[src/rtl/rx_pkt_head_buffer_pkg.sv]
// Shared definitions for the RX packet-head ingress buffer: meta bus width,
// opcode field position and the opcodes the downstream dispatcher supports.
package rx_pkt_head_buffer_pkg;

    localparam int PKT_META_BUS_WIDTH = 64;

    // Opcode field position inside a packet meta head (single definition for screen and dispatcher)
    localparam int OPCODE_MSB = 28;
    localparam int OPCODE_LSB = 24;
    localparam int OPCODE_W   = OPCODE_MSB - OPCODE_LSB + 1;

    typedef enum logic [OPCODE_W-1:0] {
        SEND_FIRST                    = 5'h00,
        SEND_MIDDLE                   = 5'h01,
        SEND_LAST                     = 5'h02,
        SEND_LAST_WITH_IMM            = 5'h03,
        SEND_ONLY                     = 5'h04,
        SEND_ONLY_WITH_IMM            = 5'h05,
        RDMA_WRITE_FIRST              = 5'h06,
        RDMA_WRITE_MIDDLE             = 5'h07,
        RDMA_WRITE_LAST               = 5'h08,
        RDMA_WRITE_LAST_WITH_IMM      = 5'h09,
        RDMA_WRITE_ONLY               = 5'h0A,
        RDMA_WRITE_ONLY_WITH_IMM      = 5'h0B,
        RDMA_READ_REQUEST_FIRST       = 5'h0C,
        RDMA_READ_REQUEST_MIDDLE      = 5'h0D,
        RDMA_READ_REQUEST_LAST        = 5'h0E,
        RDMA_READ_REQUEST_ONLY        = 5'h0F,
        RDMA_READ_RESPONSE_FIRST      = 5'h10,
        RDMA_READ_RESPONSE_MIDDLE     = 5'h11,
        RDMA_READ_RESPONSE_LAST       = 5'h12,
        RDMA_READ_RESPONSE_ONLY       = 5'h13,
        ACKNOWLEDGE                   = 5'h14
    } opcode_e;

    // True for every opcode the dispatcher can consume without stalling
    function automatic logic isLegalOpcode(input logic [OPCODE_W-1:0] op);
        logic legal;
        legal = 1'b0;
        case (op)
            SEND_FIRST, SEND_MIDDLE, SEND_LAST, SEND_LAST_WITH_IMM, SEND_ONLY, SEND_ONLY_WITH_IMM,
            RDMA_WRITE_FIRST, RDMA_WRITE_MIDDLE, RDMA_WRITE_LAST, RDMA_WRITE_LAST_WITH_IMM,
            RDMA_WRITE_ONLY, RDMA_WRITE_ONLY_WITH_IMM,
            RDMA_READ_REQUEST_FIRST, RDMA_READ_REQUEST_MIDDLE, RDMA_READ_REQUEST_LAST,
            RDMA_READ_REQUEST_ONLY,
            RDMA_READ_RESPONSE_FIRST, RDMA_READ_RESPONSE_MIDDLE, RDMA_READ_RESPONSE_LAST,
            RDMA_READ_RESPONSE_ONLY,
            ACKNOWLEDGE: legal = 1'b1;
            default:     legal = 1'b0;
        endcase
        return legal;
    endfunction

endpackage

[src/rtl/rx_head_fifo.sv]
// Generic first-word-fall-through synchronous FIFO. Pointers carry one extra
// wrap bit so full and empty are distinguishable without a separate counter.
module rx_head_fifo #(
    parameter int WIDTH = 64,
    parameter int DEPTH = 8
) (
    input  logic                     clk,
    input  logic                     rst,
    input  logic                     i_push,
    input  logic [WIDTH-1:0]         i_data,
    input  logic                     i_pop,
    output logic                     o_full,
    output logic                     o_empty,
    output logic [$clog2(DEPTH):0]   o_count,
    output logic [WIDTH-1:0]         o_data
);

    localparam int AW = $clog2(DEPTH);
    localparam logic [AW:0] PTR_ONE = {{AW{1'b0}}, 1'b1};

    logic [WIDTH-1:0] r_mem [DEPTH];
    logic [AW:0]      r_wrPtr;
    logic [AW:0]      r_rdPtr;
    logic             w_push;
    logic             w_pop;

    assign o_empty = (r_wrPtr == r_rdPtr);
    assign o_full  = (r_wrPtr[AW] != r_rdPtr[AW]) && (r_wrPtr[AW-1:0] == r_rdPtr[AW-1:0]);
    assign o_count = r_wrPtr - r_rdPtr;
    assign w_push  = i_push & ~o_full;
    assign w_pop   = i_pop & ~o_empty;
    assign o_data  = o_empty ? '0 : r_mem[r_rdPtr[AW-1:0]];

    // Storage array needs no reset: an empty FIFO masks its contents to zero
    always_ff @(posedge clk) begin
        if (w_push) begin
            r_mem[r_wrPtr[AW-1:0]] <= i_data;
        end
    end

    // Read and write pointers advance independently; reset discards everything buffered
    always_ff @(posedge clk or negedge rst) begin
        if (!rst) begin
            r_wrPtr <= '0;
            r_rdPtr <= '0;
        end else begin
            if (w_push) begin
                r_wrPtr <= r_wrPtr + PTR_ONE;
            end
            if (w_pop) begin
                r_rdPtr <= r_rdPtr + PTR_ONE;
            end
        end
    end

endmodule

[src/rtl/rx_pkt_head_buffer.sv]
// Ingress head buffer in front of the RX dispatcher. Heads with opcodes the
// dispatcher cannot handle are swallowed here and counted, so they can never
// wedge the dispatcher; legal heads are queued and presented FWFT.
module rx_pkt_head_buffer
    import rx_pkt_head_buffer_pkg::*;
#(
    parameter int DEPTH = 8,
    parameter int CNT_W = 16
) (
    input  logic                          clk,
    input  logic                          rst,
    input  logic                          net_pkt_valid,
    input  logic [PKT_META_BUS_WIDTH-1:0] net_pkt_head,
    output logic                          net_pkt_ready,
    output logic                          ingress_pkt_valid,
    output logic [PKT_META_BUS_WIDTH-1:0] ingress_pkt_head,
    input  logic                          ingress_pkt_ready,
    input  logic                          drop_cnt_clr,
    output logic [CNT_W-1:0]              drop_cnt,
    output logic [$clog2(DEPTH):0]        fifo_occupancy
);

    localparam logic [CNT_W-1:0] CNT_ONE = {{(CNT_W-1){1'b0}}, 1'b1};
    localparam logic [CNT_W-1:0] CNT_MAX = {CNT_W{1'b1}};

    logic             r_outOfReset;
    logic [CNT_W-1:0] r_dropCnt;
    logic             w_full;
    logic             w_empty;
    logic             w_accept;
    logic             w_legal;
    logic             w_push;
    logic             w_drop;
    logic             w_pop;

    // Ready depends only on registered state so the parser never sees a combinational loop
    assign net_pkt_ready     = r_outOfReset & ~w_full;
    assign w_accept          = net_pkt_valid & net_pkt_ready;
    assign w_legal           = isLegalOpcode(net_pkt_head[OPCODE_MSB:OPCODE_LSB]);
    assign w_push            = w_accept & w_legal;
    assign w_drop            = w_accept & ~w_legal;
    assign ingress_pkt_valid = ~w_empty;
    assign w_pop             = ingress_pkt_valid & ingress_pkt_ready;
    assign drop_cnt          = r_dropCnt;

    rx_head_fifo #(
        .WIDTH (PKT_META_BUS_WIDTH),
        .DEPTH (DEPTH)
    ) u_fifo (
        .clk     (clk),
        .rst     (rst),
        .i_push  (w_push),
        .i_data  (net_pkt_head),
        .i_pop   (w_pop),
        .o_full  (w_full),
        .o_empty (w_empty),
        .o_count (fifo_occupancy),
        .o_data  (ingress_pkt_head)
    );

    // Holds ready low until the first clock edge after reset is released
    always_ff @(posedge clk or negedge rst) begin
        if (!rst) begin
            r_outOfReset <= 1'b0;
        end else begin
            r_outOfReset <= 1'b1;
        end
    end

    // Saturating drop counter; a clear wins but still counts a drop in the same cycle
    always_ff @(posedge clk or negedge rst) begin
        if (!rst) begin
            r_dropCnt <= '0;
        end else if (drop_cnt_clr) begin
            r_dropCnt <= w_drop ? CNT_ONE : '0;
        end else if (w_drop && (r_dropCnt != CNT_MAX)) begin
            r_dropCnt <= r_dropCnt + CNT_ONE;
        end
    end

endmodule
[config.mk]
export PLATFORM = sky130hd
export DESIGN_NAME = rx_pkt_head_buffer
export DESIGN_NICKNAME = d
export VERILOG_FILES = /design/src/rtl/rx_pkt_head_buffer_pkg.sv /design/src/rtl/rx_head_fifo.sv /design/src/rtl/rx_pkt_head_buffer.sv
export SDC_FILE = /design/constraint.sdc
export NUM_CORES = 1
export LEC_CHECK = 0
export BUFFER_PORTS_ARGS = -buffer_cell sky130_fd_sc_hd__buf_4
export CAP_MARGIN = 20
export CORE_ASPECT_RATIO = 1.25
export CORE_UTILIZATION = 30
export DETAILED_ROUTE_END_ITERATION = 10
export PLACE_DENSITY = 0.44
export REMOVE_ABC_BUFFERS = 1
export SKIP_CTS_REPAIR_TIMING = 1
export SLEW_MARGIN = 20
export SYNTH_ARGS = -nofsm -noshare
export SYNTH_HDL_FRONTEND = slang
export SYNTH_SLANG_ARGS = --single-unit
[constraint.sdc]
create_clock -name clk -period 23.4 [get_ports clk]
set_clock_uncertainty 0.1 [all_clocks]
set_input_delay 2.34 -clock clk [delete_from_list [all_inputs] [get_ports clk]]
set_output_delay 2.34 -clock clk [all_outputs]
set_load 0.01 [all_outputs]
== Yosys cells after proc, flatten, opt, wreduce, memory -nomap -nowiden ==
Memory sizes are Yosys's and may differ from the RTL's.
Index checks and enable logic that the tools add are counted.
Widths: inputs -> output; s select.
Word-level totals
  bits in writable memories: 512
  ROM bits: 32
  register bits: 25
  output and inout port bits: 86
  bits of input ports: 69
  memories kept: 2
  logic and storage cells: 33
Operators by class
  muxes and demuxes: 6
  reductions and logical operators: 3
  equality and inequality tests: 4
  $add $sub $neg: 4
  bitwise operators: 10
Memories
  u_fifo.r_mem: depth 8, width 64, rd ports 1, clocked after memory_dff 0, wr ports 1, line rx_head_fifo.sv:21  | logic [WIDTH-1:0] r_mem [DEPTH];
  (no name shown): depth 32, width 1, rd ports 1, clocked after memory_dff 0, wr ports 0, line rx_pkt_head_buffer_pkg.sv:40  | case (op)
Operators with widths (count)
  $mux 64: 1
  $mux 16: 2
  $add 16x1->16 const B: 1
  $ne 16x16->1 const B: 1
  $add 4x1->4 const B: 2
  $and 1x1->1: 7
  $eq 4x4->1: 1
  $sub 4x4->4: 1
  $eq 3x3->1: 1
  $mux 1: 3
  $not 1->1: 3
  $logic_and 1x1->1: 2
  $reduce_bool 2->1: 1
  $ne 1x1->1: 1

== Depth between registers and ports, before layout ==
  word-level depth: 9
  depth in mapped cells: 12
  depth with buffers taken out: 7

== Cells and area by module ==
Synthesis repeated with hierarchy kept, for this count alone.
Second synthesis, totals
  cells, all modules: 1190
  area, all modules: 21685.8 µm²
By module, submodules not included
  rx_head_fifo: cells an instance 1082, instances 1, area an instance 20669.8 µm², sequential area each 15574.9 µm²
  rx_pkt_head_buffer: cells an instance 108, instances 1, area an instance 1016.0 µm², sequential area each 425.4 µm²

== Least setup slack after synthesis ==
OpenSTA, ideal clock, no wires.
  path type: in2reg
  start point: input port net_pkt_head[25]
  end point: memory u_fifo.r_mem[2][0] (enable)
  path buffers: 0
  arrival: 9.440 ns
  library setup time: 0.667 ns
  slack: 13.193 ns
  required time: 22.633 ns
  cell stages on the path: 4
  cell sequence: o21a_1 -> o21ai_0 -> nand2_1 -> nor4b_1
On the way
  cells in the longest elaborated chain, start to end: 5
RTL lines
  start: declaration: line rx_pkt_head_buffer.sv:13  | input logic [PKT_META_BUS_WIDTH-1:0] net_pkt_head,
  $mem_v2 32x1
  $and 1x1->1: line rx_pkt_head_buffer.sv:40  | assign w_push = w_accept & w_legal;
  $and 1x1->1: line rx_head_fifo.sv:30  | assign w_push = i_push & ~o_full;
  $mux 1: line rx_head_fifo.sv:36  | if (w_push) begin
  $mux 1 (not written as such): line rx_head_fifo.sv:37  | r_mem[r_wrPtr[AW-1:0]] <= i_data;
  end: declaration: line rx_head_fifo.sv:21
No other way between the ends.

== Final worst setup path ==
  start point: register u_fifo.r_rdPtr[0]
  end point: output port ingress_pkt_head[5]
On the way
  cells in the longest elaborated chain, start to end: 2
  elaborated cells on any way between the ends: 3
  classes of those cells: 1 x eq/ne; 1 x mux; 1 x memory
RTL lines
  start: declaration: line rx_head_fifo.sv:23  | logic [AW:0] r_rdPtr;
  start signal: assignment: line rx_head_fifo.sv:51  | r_rdPtr <= r_rdPtr + PTR_ONE;
  $mem_v2 8x64 or $eq 4x4->1 (tied branches)
  $mux 64 *: line rx_head_fifo.sv:32  | assign o_data = o_empty ? '0 : r_mem[r_rdPtr[AW-1:0]];
  end: declaration: line rx_pkt_head_buffer.sv:16  | output logic [PKT_META_BUS_WIDTH-1:0] ingress_pkt_head,
Mark *: on every way between the ends. The rest lies on a longest branch, timed or not.

==> report_table.html <==
<table>
<tr><th>Metric</th><th>Value</th></tr>
<tr><th colspan="2">Outcome</th></tr>
<tr><td>Status</td><td>finished, final reports clean</td></tr>
<tr><th colspan="2">Critical path</th></tr>
<tr><td>Cell count of the worst reg-to-reg path</td><td>9</td></tr>
<tr><td>Required time of the critical path</td><td>20.96 ns</td></tr>
<tr><td>Crit path DAT</td><td>3.86 ns</td></tr>
<tr><td>Class of the most critical setup path</td><td>reg -&gt; out</td></tr>
<tr><td>Worst reg2reg path endpoint</td><td>u_fifo.r_mem[6][9]</td></tr>
<tr><td>Register-to-register setup slack</td><td>~19 ns</td></tr>
<tr><td>Crit path capture type</td><td>output port</td></tr>
<tr><td>Kind of launch point of the worst setup path</td><td>register</td></tr>
<tr><td>Startpoint of the worst register-to-register path</td><td>u_fifo.r_rdPtr[2]</td></tr>
<tr><td>Maximum fanout count along the critical path</td><td>between 40 and 50</td></tr>
<tr><th colspan="2">Yosys</th></tr>
<tr><td>Flip-flop and latch count after synthesis</td><td>537</td></tr>
<tr><td>Number of flops mapped to enable cells by yosys</td><td>approximately 510</td></tr>
<tr><td>Prevailing post-synth register cell</td><td>sky130_fd_sc_hd__edfxtp_1</td></tr>
<tr><td>Post-Syn Area</td><td>between 20000 and 25000 µm²</td></tr>
<tr><td>Mean instance size in the synthesized netlist</td><td>20.0 µm²</td></tr>
<tr><td>Synth Warn #</td><td>0</td></tr>
<tr><td>Sequential-to-total area share from yosys stat</td><td>0.769</td></tr>
<tr><td>Async S/R FF share, synth</td><td>0.0466</td></tr>
<tr><td>Cell count after synthesis</td><td>1042</td></tr>
<tr><td>Count of cell types in the netlist</td><td>42</td></tr>
<tr><th colspan="2">Place</th></tr>
<tr><td>Total of buffers placed on input and output ports</td><td>approximately 150</td></tr>
<tr><td>Sum of net half-perimeters after detailed placement</td><td>about 26 mm</td></tr>
<tr><td>Worst Setup Slack post-DPL</td><td>17.50 ns</td></tr>
<tr><td>Dpl cells</td><td>2088</td></tr>
<tr><td>Gp weighted congestion</td><td>between 0.6 and 0.7</td></tr>
<tr><th colspan="2">Die</th></tr>
<tr><td>Area of the core region</td><td>a little under 70000 µm²</td></tr>
<tr><td>Area enclosed by the die boundary</td><td>70400 µm²</td></tr>
<tr><td>Die span in y</td><td>a little under 300 µm</td></tr>
<tr><td>Number of cell rows</td><td>between 100 and 150</td></tr>
<tr><td>Effective utilization at floorplan</td><td>0.304</td></tr>
<tr><td>Top-level port count</td><td>~160</td></tr>
<tr><td>Die width</td><td>between 200 and 250 µm</td></tr>
<tr><th colspan="2">Global route</th></tr>
<tr><td>Global-route usage over all layers</td><td>0.141</td></tr>
<tr><td>Wire length of the first global-routing pass</td><td>72.8 mm</td></tr>
<tr><td>Vias in the first global route</td><td>11000</td></tr>
<tr><td>Number of antenna violations at the first check in global routing</td><td>4</td></tr>
<tr><td>Largest net degree at the start of global routing</td><td>59</td></tr>
<tr><td>Total grt overflow</td><td>0</td></tr>
<tr><th colspan="2">Power and ir drop</th></tr>
<tr><td>Leakage power summed over all cells</td><td>just over 8 nW</td></tr>
<tr><td>Power Dens Cells</td><td>119 nW/µm²</td></tr>
<tr><td>Maximum vdd drop</td><td>roughly 57 µV</td></tr>
<tr><th colspan="2">STA</th></tr>
<tr><td>Unrepaired setup endpoints after global routing</td><td>no</td></tr>
<tr><td>Slew HR</td><td>0.266</td></tr>
<tr><td>Final setup vio count</td><td>0</td></tr>
<tr><td>Final-layout worst hold slack</td><td>roughly 0.48 ns</td></tr>
<tr><td>Highest attainable clock frequency</td><td>159 MHz</td></tr>
<tr><td>Final-report hold violation count</td><td>0</td></tr>
<tr><td>Least-Margin Pin Slew</td><td>1.10 ns</td></tr>
<tr><td>Final period util</td><td>0.269</td></tr>
<tr><td>Setup slack after layout</td><td>17.10 ns</td></tr>
<tr><td>Total Neg Setup Slack</td><td>0 ns</td></tr>
<tr><td>Fin crit period</td><td>roughly 6.3 ns</td></tr>
<tr><td>Number of pins exceeding their max-slew limit in the final report</td><td>0</td></tr>
<tr><th colspan="2">Routing</th></tr>
<tr><td>DR iter-0 viols</td><td>645</td></tr>
<tr><td>First-pass iteration count of the detailed router</td><td>4</td></tr>
<tr><td>Vias per cell</td><td>between 4 and 5</td></tr>
<tr><td>Final routed DRC violation total</td><td>0</td></tr>
<tr><td>Vias after detailed routing</td><td>~10000</td></tr>
<tr><td>Residual antenna-violating net count after detailed routing</td><td>0</td></tr>
<tr><td>Average detailed-routed wire length per instance</td><td>around 23 µm</td></tr>
<tr><td>Aggregate routed wire length</td><td>just under 50 mm</td></tr>
<tr><th colspan="2">Cells and area</th></tr>
<tr><td>Layout cells sized above 1</td><td>0.317</td></tr>
<tr><td>Diode count</td><td>0</td></tr>
<tr><td>Area Overhead vs Synth</td><td>19.2%</td></tr>
<tr><td>Final standard cell count with taps included and fillers excluded</td><td>~2200</td></tr>
<tr><td>Core Util, Final</td><td>0.362</td></tr>
<tr><td>Layout net count</td><td>roughly 1300</td></tr>
<tr><th colspan="2">Min path</th></tr>
<tr><td>Worst Hold Launch</td><td>u_fifo.r_rdPtr[3]</td></tr>
<tr><td>Number of cells traversed by the worst hold path</td><td>1</td></tr>
<tr><td>Hold Path Class</td><td>reg -&gt; reg</td></tr>
<tr><td>Hold Path End</td><td>u_fifo.r_rdPtr[3]</td></tr>
<tr><th colspan="2">Clocking</th></tr>
<tr><td>CTS tree</td><td>done</td></tr>
<tr><td>CTS Buf Count</td><td>54</td></tr>
<tr><td>Total number of H-tree levels</td><td>2</td></tr>
<tr><td>Clk root buf</td><td>sky130_fd_sc_hd__clkbuf_16</td></tr>
<tr><td>Total clock sinks</td><td>approximately 540</td></tr>
<tr><td>Clock latency on the worst-skew pair</td><td>around 0.59 ns</td></tr>
<tr><td>Maximum buffer depth of the clock tree</td><td>3</td></tr>
<tr><td>Clock-pin slew reported for the worst setup and hold paths after clock tree synthesis</td><td>roughly 0.060 ns</td></tr>
<tr><th colspan="2">Job</th></tr>
<tr><td>Max_cap viols</td><td>0</td></tr>
</table>
where the power goes:
| part | switching [mW] | internal (mW) | total [mW] |
|---|---|---|---|
| logic | 0.510 | 0.438 | 0.948 |
| registers | 0.0427 | 1.11 | 1.15 |
| clock network | 0.359 | 0.476 | 0.835 |
state kept, by name, summed over array words and instances, names as in the netlist:
| name | count |
|---|---|
| drop_cnt | 16 |
| r_outOfReset | 1 |
| u_fifo.r_mem | 512 |
| u_fifo.r_rdPtr | 4 |
| u_fifo.r_wrPtr | 4 |
cells in the mapped netlist, drive strengths merged (6+ instances only):
cell type  count  area (µm²)
a21oi         77         385
ha             6        75.1
mux4         128        2880
or4            8        60.1
clkbuf        25        93.8
dfrtp         25         626
nand3          9        45.0
xnor2          7        80.1
inv           10        37.5
nand2        141         529
o31ai          8        60.1
edfxtp       512       15400
o21ai          6        30.0
buf           33         158
critical path: stages (launching register included):
cell and delay (ns):
sky130_fd_sc_hd__dfrtp_4 0.63, sky130_fd_sc_hd__buf_4 0.69, sky130_fd_sc_hd__buf_4 0.82, sky130_fd_sc_hd__mux4_2 0.60, sky130_fd_sc_hd__nand2_1 0.08, sky130_fd_sc_hd__a21oi_1 0.13, sky130_fd_sc_hd__buf_4 0.23
routing by layer:
layer  vias to the layer above  wire (µm)  GRT usage
met4                         8        998     0.0373
met1                      5453      21400      0.181
met2                       193      24500      0.239
met3                        73       2560     0.0347
met5                         -         50          0
li1                       4566          -          -
cell usage in the layout (no fill, tap or decap), drive strengths merged, types with 4 or more instances in the layout:
cell type / count
dfrtp: 25
o21a: 4
nor2: 5
nand2: 141
inv: 9
or4: 8
xnor2: 7
edfxtp: 512
o21ai: 6
clkinvlp: 6
buf: 178
mux4: 128
nand3: 9
nand4: 5
nor3: 4
a21oi: 77
clkinv: 19
ha: 6
clkbuf: 71
o31ai: 8
or3: 4
through the flow:
| step | power [mW] | instance area (µm²) |
|---|---|---|
| CTS | 3.01 | 24800 |
| global route | 3.09 | 24800 |
| global placement | 2.17 | 23100 |
| detailed placement | 2.16 | 23100 |
| floorplan | 1.80 | 20500 |
| finish | 2.94 | 24800 |
worst max path at each step:
| stage | startpoint | to | slack [ns] | depth (start not counted) |
|---|---|---|---|---|
| detailed placement | u_fifo.r_rdPtr[0] | ingress_pkt_head[15] | 17.50 | 6 |
| global route | u_fifo.r_rdPtr[0] | ingress_pkt_head[43] | 16.70 | 6 |
| global placement | u_fifo.r_rdPtr[0] | ingress_pkt_head[43] | 17.45 | 6 |
| floorplan | u_fifo.r_rdPtr[0] | u_fifo.r_mem[2][0] | 9.99 | 5 |
| CTS | u_fifo.r_rdPtr[0] | ingress_pkt_head[15] | 16.86 | 6 |
| finish | u_fifo.r_rdPtr[0] | ingress_pkt_head[5] | 17.10 | 6 |
area by class of cell:
| type | count | area [µm²] |
|---|---|---|
| Timing Repair Buffer | 178 | 1340 |
| Clock inverter | 27 | 214 |
| Inverter | 10 | 38.8 |
| Tap cell | 926 | 1160 |
| Sequential cell | 537 | 16000 |
| Multi-Input combinational cell | 437 | 4550 |
| Clock buffer | 71 | 1480 |
| Fill cell | 6406 | 43600 |
cell families after synthesis:
logic type | after synthesis | share of synthesized area
xor+xnor | 9 | 0.00469
buf+inv | 68 | 0.0139
fa+ha+maj | 7 | 0.00457
mux | 131 | 0.140
other cells | 1 | 0.000180
simple gates | 187 | 0.0389
compound gates | 102 | 0.0283
flops | 537 | 0.769
(Power assumes the default switching activity.)
